<file path="src/rtl/perceptron_trainer_if.sv">
// Execute-to-trainer branch bundle and trainer-to-table write port.
// master: drives ex_*/stall, sees up_*; slave: the trainer.
interface perceptron_trainer_if #(
  parameter int NUM_W = 12,
  parameter int HOB_W = 3,
  parameter int LOB_W = 5,
  parameter int IDX_W = 6
);
  logic                   stall;
  logic                   ex_valid;
  logic [31:0]            ex_pc;
  logic                   ex_dir;
  logic [NUM_W-1:0]       ex_ghr;
  logic [NUM_W*HOB_W-1:0] ex_hob;
  logic [NUM_W*LOB_W-1:0] ex_lob;
  logic                   up_wren;
  logic [IDX_W-1:0]       up_addr;
  logic [NUM_W*HOB_W-1:0] up_hob_data;
  logic [NUM_W*LOB_W-1:0] up_lob_data;

  modport master (
    output stall, ex_valid, ex_pc, ex_dir,
    output ex_ghr, ex_hob, ex_lob,
    input  up_wren, up_addr,
    input  up_hob_data, up_lob_data
  );

  modport slave (
    input  stall, ex_valid, ex_pc, ex_dir,
    input  ex_ghr, ex_hob, ex_lob,
    output up_wren, up_addr,
    output up_hob_data, up_lob_data
  );
endinterface

</file>
<file path="src/rtl/perceptron_trainer.sv">
// Perceptron trainer: clears HOB/LOB tables after reset, then trains.
// Ports: clk, reset (sync, high), bus (slave), busy, train_count.
module perceptron_trainer #(
  parameter int NUM_W   = 12,
  parameter int HOB_W   = 3,
  parameter int LOB_W   = 5,
  parameter int ENTRIES = 64,
  parameter int IDX_W   = 6,
  parameter int THETA   = 37
) (
  input  logic                 clk,
  input  logic                 reset,
  perceptron_trainer_if.slave  bus,
  output logic                 busy,
  output logic [31:0]          train_count
);
  localparam int WW = HOB_W + LOB_W;
  localparam int YW = 12;
  localparam logic signed [WW-1:0] WMAX = {1'b0, {(WW-1){1'b1}}};
  localparam logic signed [WW-1:0] WMIN = {1'b1, {(WW-1){1'b0}}};

  typedef enum logic {CLEAR, RUN} state_t;

  state_t           state, state_nx;
  logic [IDX_W-1:0] idx;
  logic             clr_wr, cap;

  logic [IDX_W-1:0]        in_addr;
  logic                    fwd_s1, fwd_up;
  logic signed [WW-1:0]    ex_w  [NUM_W];
  logic signed [WW-1:0]    up_w  [NUM_W];
  logic signed [WW-1:0]    fw_w  [NUM_W];
  logic signed [YW-1:0]    y_nx;

  logic                    s1_valid, s1_dir;
  logic [NUM_W-1:0]        s1_ghr;
  logic [IDX_W-1:0]        s1_addr;
  logic signed [WW-1:0]    s1_w  [NUM_W];
  logic signed [WW-1:0]    s1_wn [NUM_W];
  logic signed [YW-1:0]    s1_y, s1_abs;
  logic                    s1_pred, s1_train;
  logic [NUM_W*HOB_W-1:0]  nx_hob;
  logic [NUM_W*LOB_W-1:0]  nx_lob;

  logic unused_pc;
  assign unused_pc = ^{bus.ex_pc[31:IDX_W+2], bus.ex_pc[1:0]};

  always_ff @(posedge clk) begin
    if (reset) state <= CLEAR;
    else       state <= state_nx;
  end

  always_comb begin
    state_nx = state;
    unique case (state)
      CLEAR: if (idx == IDX_W'(ENTRIES-1)) state_nx = RUN;
      RUN:   state_nx = RUN;
    endcase
  end

  always_comb begin
    clr_wr = (state == CLEAR);
    cap    = (state == RUN) & bus.ex_valid & ~bus.stall;
  end

  always_ff @(posedge clk) begin
    if (reset)       idx <= '0;
    else if (clr_wr) idx <= idx + IDX_W'(1);
  end

  // Newest copy of the weights wins: S1 result, then output reg.
  always_comb begin
    in_addr = bus.ex_pc[IDX_W+1:2];
    fwd_s1  = s1_valid & s1_train & (s1_addr == in_addr);
    fwd_up  = bus.up_wren & (bus.up_addr == in_addr);
    y_nx    = '0;
    for (int i = 0; i < NUM_W; i++) begin
      ex_w[i] = {bus.ex_hob[HOB_W*i +: HOB_W],
                 bus.ex_lob[LOB_W*i +: LOB_W]};
      up_w[i] = {bus.up_hob_data[HOB_W*i +: HOB_W],
                 bus.up_lob_data[LOB_W*i +: LOB_W]};
      fw_w[i] = fwd_s1 ? s1_wn[i] :
                fwd_up ? up_w[i]  : ex_w[i];
      if (bus.ex_ghr[i]) y_nx = y_nx + YW'(fw_w[i]);
      else               y_nx = y_nx - YW'(fw_w[i]);
    end
  end

  always_ff @(posedge clk) begin
    if (reset) s1_valid <= 1'b0;
    else       s1_valid <= cap;
  end

  always_ff @(posedge clk) begin
    if (cap) begin
      s1_dir  <= bus.ex_dir;
      s1_ghr  <= bus.ex_ghr;
      s1_addr <= in_addr;
      s1_w    <= fw_w;
      s1_y    <= y_nx;
    end
  end

  always_comb begin
    s1_pred  = ~s1_y[YW-1];
    s1_abs   = s1_y[YW-1] ? -s1_y : s1_y;
    s1_train = (s1_pred != s1_dir) | (s1_abs <= YW'(THETA));
    nx_hob   = '0;
    nx_lob   = '0;
    for (int i = 0; i < NUM_W; i++) begin
      if (s1_ghr[i] == s1_dir)
        s1_wn[i] = (s1_w[i] == WMAX) ? s1_w[i]
                                     : s1_w[i] + WW'(1);
      else
        s1_wn[i] = (s1_w[i] == WMIN) ? s1_w[i]
                                     : s1_w[i] - WW'(1);
      nx_hob[HOB_W*i +: HOB_W] = s1_wn[i][WW-1:LOB_W];
      nx_lob[LOB_W*i +: LOB_W] = s1_wn[i][LOB_W-1:0];
    end
  end

  // busy trails the state so it covers the final clear write.
  always_ff @(posedge clk) begin
    if (reset) begin
      busy            <= 1'b1;
      bus.up_wren     <= 1'b0;
      bus.up_addr     <= '0;
      bus.up_hob_data <= '0;
      bus.up_lob_data <= '0;
      train_count     <= '0;
    end else begin
      busy <= clr_wr;
      if (clr_wr) begin
        bus.up_wren     <= 1'b1;
        bus.up_addr     <= idx;
        bus.up_hob_data <= '0;
        bus.up_lob_data <= '0;
      end else begin
        bus.up_wren <= s1_valid & s1_train;
        if (s1_valid & s1_train) begin
          bus.up_addr     <= s1_addr;
          bus.up_hob_data <= nx_hob;
          bus.up_lob_data <= nx_lob;
          train_count     <= train_count + 32'd1;
        end
      end
    end
  end
endmodule
</file>
<file path="src/flat_wrapper.sv">
// flat-port wrapper written by rule: the top's interface ports become plain ports
module perceptron_trainer_flat 
#(
  parameter int NUM_W   = 12,
  parameter int HOB_W   = 3,
  parameter int LOB_W   = 5,
  parameter int ENTRIES = 64,
  parameter int IDX_W   = 6,
  parameter int THETA   = 37
)
  (clk, reset, busy, train_count, bus_stall, bus_ex_valid, bus_ex_pc, bus_ex_dir, bus_ex_ghr, bus_ex_hob, bus_ex_lob, bus_up_wren, bus_up_addr, bus_up_hob_data, bus_up_lob_data);
  perceptron_trainer_if #(.NUM_W(NUM_W), .HOB_W(HOB_W), .LOB_W(LOB_W), .IDX_W(IDX_W)) bus_i ();
  input  logic clk;
  input  logic reset;
  output logic busy;
  output logic [31:0] train_count;
  input wire logic [$bits(bus_i.stall)-1:0] bus_stall;
  input wire logic [$bits(bus_i.ex_valid)-1:0] bus_ex_valid;
  input wire logic [$bits(bus_i.ex_pc)-1:0] bus_ex_pc;
  input wire logic [$bits(bus_i.ex_dir)-1:0] bus_ex_dir;
  input wire logic [$bits(bus_i.ex_ghr)-1:0] bus_ex_ghr;
  input wire logic [$bits(bus_i.ex_hob)-1:0] bus_ex_hob;
  input wire logic [$bits(bus_i.ex_lob)-1:0] bus_ex_lob;
  output wire logic [$bits(bus_i.up_wren)-1:0] bus_up_wren;
  output wire logic [$bits(bus_i.up_addr)-1:0] bus_up_addr;
  output wire logic [$bits(bus_i.up_hob_data)-1:0] bus_up_hob_data;
  output wire logic [$bits(bus_i.up_lob_data)-1:0] bus_up_lob_data;
  assign bus_i.stall = bus_stall;
  assign bus_i.ex_valid = bus_ex_valid;
  assign bus_i.ex_pc = bus_ex_pc;
  assign bus_i.ex_dir = bus_ex_dir;
  assign bus_i.ex_ghr = bus_ex_ghr;
  assign bus_i.ex_hob = bus_ex_hob;
  assign bus_i.ex_lob = bus_ex_lob;
  assign bus_up_wren = bus_i.up_wren;
  assign bus_up_addr = bus_i.up_addr;
  assign bus_up_hob_data = bus_i.up_hob_data;
  assign bus_up_lob_data = bus_i.up_lob_data;
  perceptron_trainer #(.NUM_W(NUM_W), .HOB_W(HOB_W), .LOB_W(LOB_W), .ENTRIES(ENTRIES), .IDX_W(IDX_W), .THETA(THETA)) u_core (.clk(clk), .reset(reset), .bus(bus_i), .busy(busy), .train_count(train_count));
endmodule
</file>
<file path="config.mk">
export PLATFORM = sky130hd
export DESIGN_NAME = perceptron_trainer_flat
export DESIGN_NICKNAME = d
export VERILOG_FILES = /design/src/rtl/perceptron_trainer_if.sv /design/src/rtl/perceptron_trainer.sv /design/src/flat_wrapper.sv
export SDC_FILE = /design/constraint.sdc
export NUM_CORES = 1
export LEC_CHECK = 0
export CAP_MARGIN = 20
export CORE_MARGIN = 3
export CORE_UTILIZATION = 53
export DETAILED_ROUTE_END_ITERATION = 8
export GPL_TIMING_DRIVEN = 0
export PLACE_DENSITY_LB_ADDON = 0.05
export RECOVER_POWER = 100
export SLEW_MARGIN = 10
export SYNTH_ARGS = -nofsm -noshare
export SYNTH_HDL_FRONTEND = slang
export SYNTH_SLANG_ARGS = --single-unit
export TNS_END_PERCENT = 1
</file>
<file path="constraint.sdc">
create_clock -name clk -period 13.9 [get_ports clk]
set_clock_uncertainty 0.05 [all_clocks]
set_input_delay 2.085 -clock clk [delete_from_list [all_inputs] [get_ports clk]]
set_output_delay 2.085 -clock clk [all_outputs]
set_load 0.005 [all_outputs]
</file>
==> reports/qor.yml, run 1 <==
antenna_found_initial: 4
relSlewSlack_pct: -33.0
crit_required_ns: 14.16
crit_path_end_kind: "flop"
drt-initial-drc-count: 3241
synth_seq_area_share_pct: 27.7
status: "finished with violations"
rsz0062_at_grt: "no"
wl_mm: 97.9
ant_nets: 0
start_util_pct: 54.2
cp-start-kind: "input pin"
drv_cap: 5
grt_start_max_net_pins: 32
crit_type: "in2reg"
firstDrtPassIters: 6
cp.arrival_ns: 13.63
period_minus_slack_ns: 13.36
synthCells: 3036
setup-violations-final: 0
synthFlopType: "dfxtp_1"
synth-edff-count: 127
h-tree-depth: 2
grt_overflow: 0
slew_viol_final: 136
cts_tree: "yes"
clock-sinks: 271
fin_area_um2: 29200
gp_congestion: 0.991
synth_fp_nets: 3364
violations: "capacitance limit, slew limit"
critPathMaxFanout: 10
slowest_delay_ns: 0.64
ys_warn_count: 0
clk_latency_ns: 0.58
ioPinCount: 281
multi_input_area_um2: 16500
cp_slowest_cell: "fa_2"
fin_nets: 3677
clock_path_buffers: 3
vias_per_cell: 6.47
cts_made_buffers: 34
vias: 25700
max_freq_ghz: 0.0748
fill_cells: 3827
placed_area_um2: 27700
clk_pin_slew_ns: 0.06
ys_ff_latch: 271
dp_hpwl_mm: 73.9
drc_errors: 0
hold_viol_final: 0
fin_hold_ws_ns: 0.426
grt_use_total_pct: 39.9
syn_area_um2: 24200
min_period_over_period_pct: 96.1
core_um2: 44700
portBuffers: 254
synth_cell_types: 107
drive_gt1_share_pct: 5.57
hp-class: "reg2reg"
die_area_um2: 48300
tightest_slew_ns: 1.99
row_count: 77
hold_buffers: 0
avgSynthCellArea_um2: 7.97
die_h_um: 220
grt_pass1_wl_mm: 146
dieWidth_um: 220
cts.root.buffer_cell: "clkbuf_16"
async_reset_ff_share_pct: 0
synthToLayoutAreaGrowth_pct: 20.7
grt_pass1_vias: 24100
register_area_um2: 6700
routedWlPerCell_um: 24.7
## Yosys cell counts (14+ instances only)
library cell    n  area [um^2]
a31oi_1        47          294
or3_1          26          163
buf_1          15         56.3
o21bai_1       46          345
a21o_1         53          398
clkbuf_1       95          357
edfxtp_1      127         3810
nand2b_1       19          119
mux2i_1        83          831
nor2b_1        30          188
mux2_2         23          259
nand3_1        64          320
xor2_1        120         1050
o21ai_0       125          626
nand2_1       361         1360
or4_1          14          105
inv_1         139          522
a211oi_1       26          195
and3_1         54          338
nor4_1         24          150
nor3_1        126          631
o21a_1         19          143
a21oi_1       252         1260
o31ai_1        14          105
xnor2_1       149         1310
nor2_1        362         1360
ha_1          172         2150
dfxtp_1       144         2880
## worst max-delay path, delay by kind of cell
| family | cells | cell delay [ns] |
|---|---|---|
| AOI/OAI and AO/OA | 9 | 1.53 |
| xor gates and xnor gates | 9 | 1.84 |
| and+or+nand+nor | 7 | 1.01 |
| buffers and inverters | 10 | 1.51 |
| muxes | 2 | 0.41 |
| adders and majority gates | 12 | 5.24 |
## stage by stage
stage	setup WS [ns]	cells	utilization, %	setup TNS (ns)
after global placement	-3.98	3882	61.5	-26.13
final	0.539	3968	65.4	0
after floorplan	0.260	3036	-	0
after detailed placement	-3.53	3896	62.0	-20.62
after CTS	0.0182	3954	65.4	0
after global routing	0.134	3968	65.4	0
## sequential cells by signal, indices dropped and copies added, names as in the netlist
signal                  count
u_core.bus.up_lob_data     60
u_core.bus.up_wren          1
u_core.s1_addr              6
u_core.train_count         32
u_core.bus.up_addr          6
u_core.bus.up_hob_data     36
u_core.s1_dir               1
u_core.state                1
u_core.s1_y                12
u_core.s1_valid             1
u_core.s1_w                96
u_core.busy                 1
u_core.idx                  6
u_core.s1_ghr              12
## kinds of logic after synthesis
family	count (synthesis)	share of synthesized area (%)
muxes	109	4.66
buffers and inverters	272	4.57
DFF	271	27.7
and+or+nand+nor	1158	22.0
AOI/OAI and AO/OA	765	20.7
adders and majority gates	183	9.80
xor gates and xnor gates	278	10.6
## routing by layer
metal,vias to the layer above,wire (um),GRT usage (%)
li1,11500,-,-
met4,4,6250,23.7
met2,1660,41100,59.3
met3,357,12400,10.9
met1,12100,38100,51.9
met5,-,116,0
## final cells by class
type	instances	share of cell area (%)
Multi-Input combinational cell	2493	56.6
Sequential cell	271	22.9
Timing Repair Buffer	291	9.59
Clock buffer	47	3.29
Tap cell	592	2.53
Buffer	119	2.53
Inverter	139	1.79
Clock inverter	13	0.749
Antenna cell	3	0.0257
## timing repair
item | CTS | global route
pin swaps | 4 | 22
setup buffers | 4 | 12
gates resized for setup | 96 | 54
cloned | 1 | 0
setup endpoints to repair | 11 | 1
## path summary, 6_finish.rpt
check                                    end                        from  cells after the start  slack, ns
setup reg to reg             u_core.s1_y[11]              u_core.s1_y[1]                     47       0.86
hold reg to reg   u_core.bus.up_hob_data[12]  u_core.bus.up_hob_data[12]                      2       0.43
hold / removal    u_core.bus.up_hob_data[12]  u_core.bus.up_hob_data[12]                      2       0.43
setup / recovery             u_core.s1_y[11]                bus_ex_pc[5]                     49       0.54
## placed cells by master, fill, tap and decap left out, drive strengths merged, types with 12 or more instances in the layout
master	Yosys	final
a211oi	28	28
a21o	54	54
a21oi	258	258
a31oi	49	49
and3	55	55
buf	37	40
clkbuf	96	165
clkdlybuf4s50	0	97
dfxtp	144	144
dlygate4sd3	0	151
edfxtp	127	127
ha	172	172
inv	139	140
mux2	24	24
mux2i	85	85
nand2	361	361
nand2b	19	19
nand3	64	64
nand4	13	13
nor2	362	362
nor2b	30	30
nor3	127	127
nor4	25	25
o21a	19	19
o21ai	131	131
o21bai	46	46
o221ai	12	12
o31ai	16	16
or3	28	28
or4	15	15
xnor2	150	150
xor2	121	121
Power of run 1 is not shown: default switching activity piles up to over one toggle a cycle in this logic, so the estimate is an artifact.
==> run 2, diff against run 1 <==
- ABC_CLOCK_PERIOD_IN_PS: unset -> 13900
==> results of run 2 <==
Final layout, timing and power as in run 1 (identical DEF).
Power of run 2 is left out for the same reason.
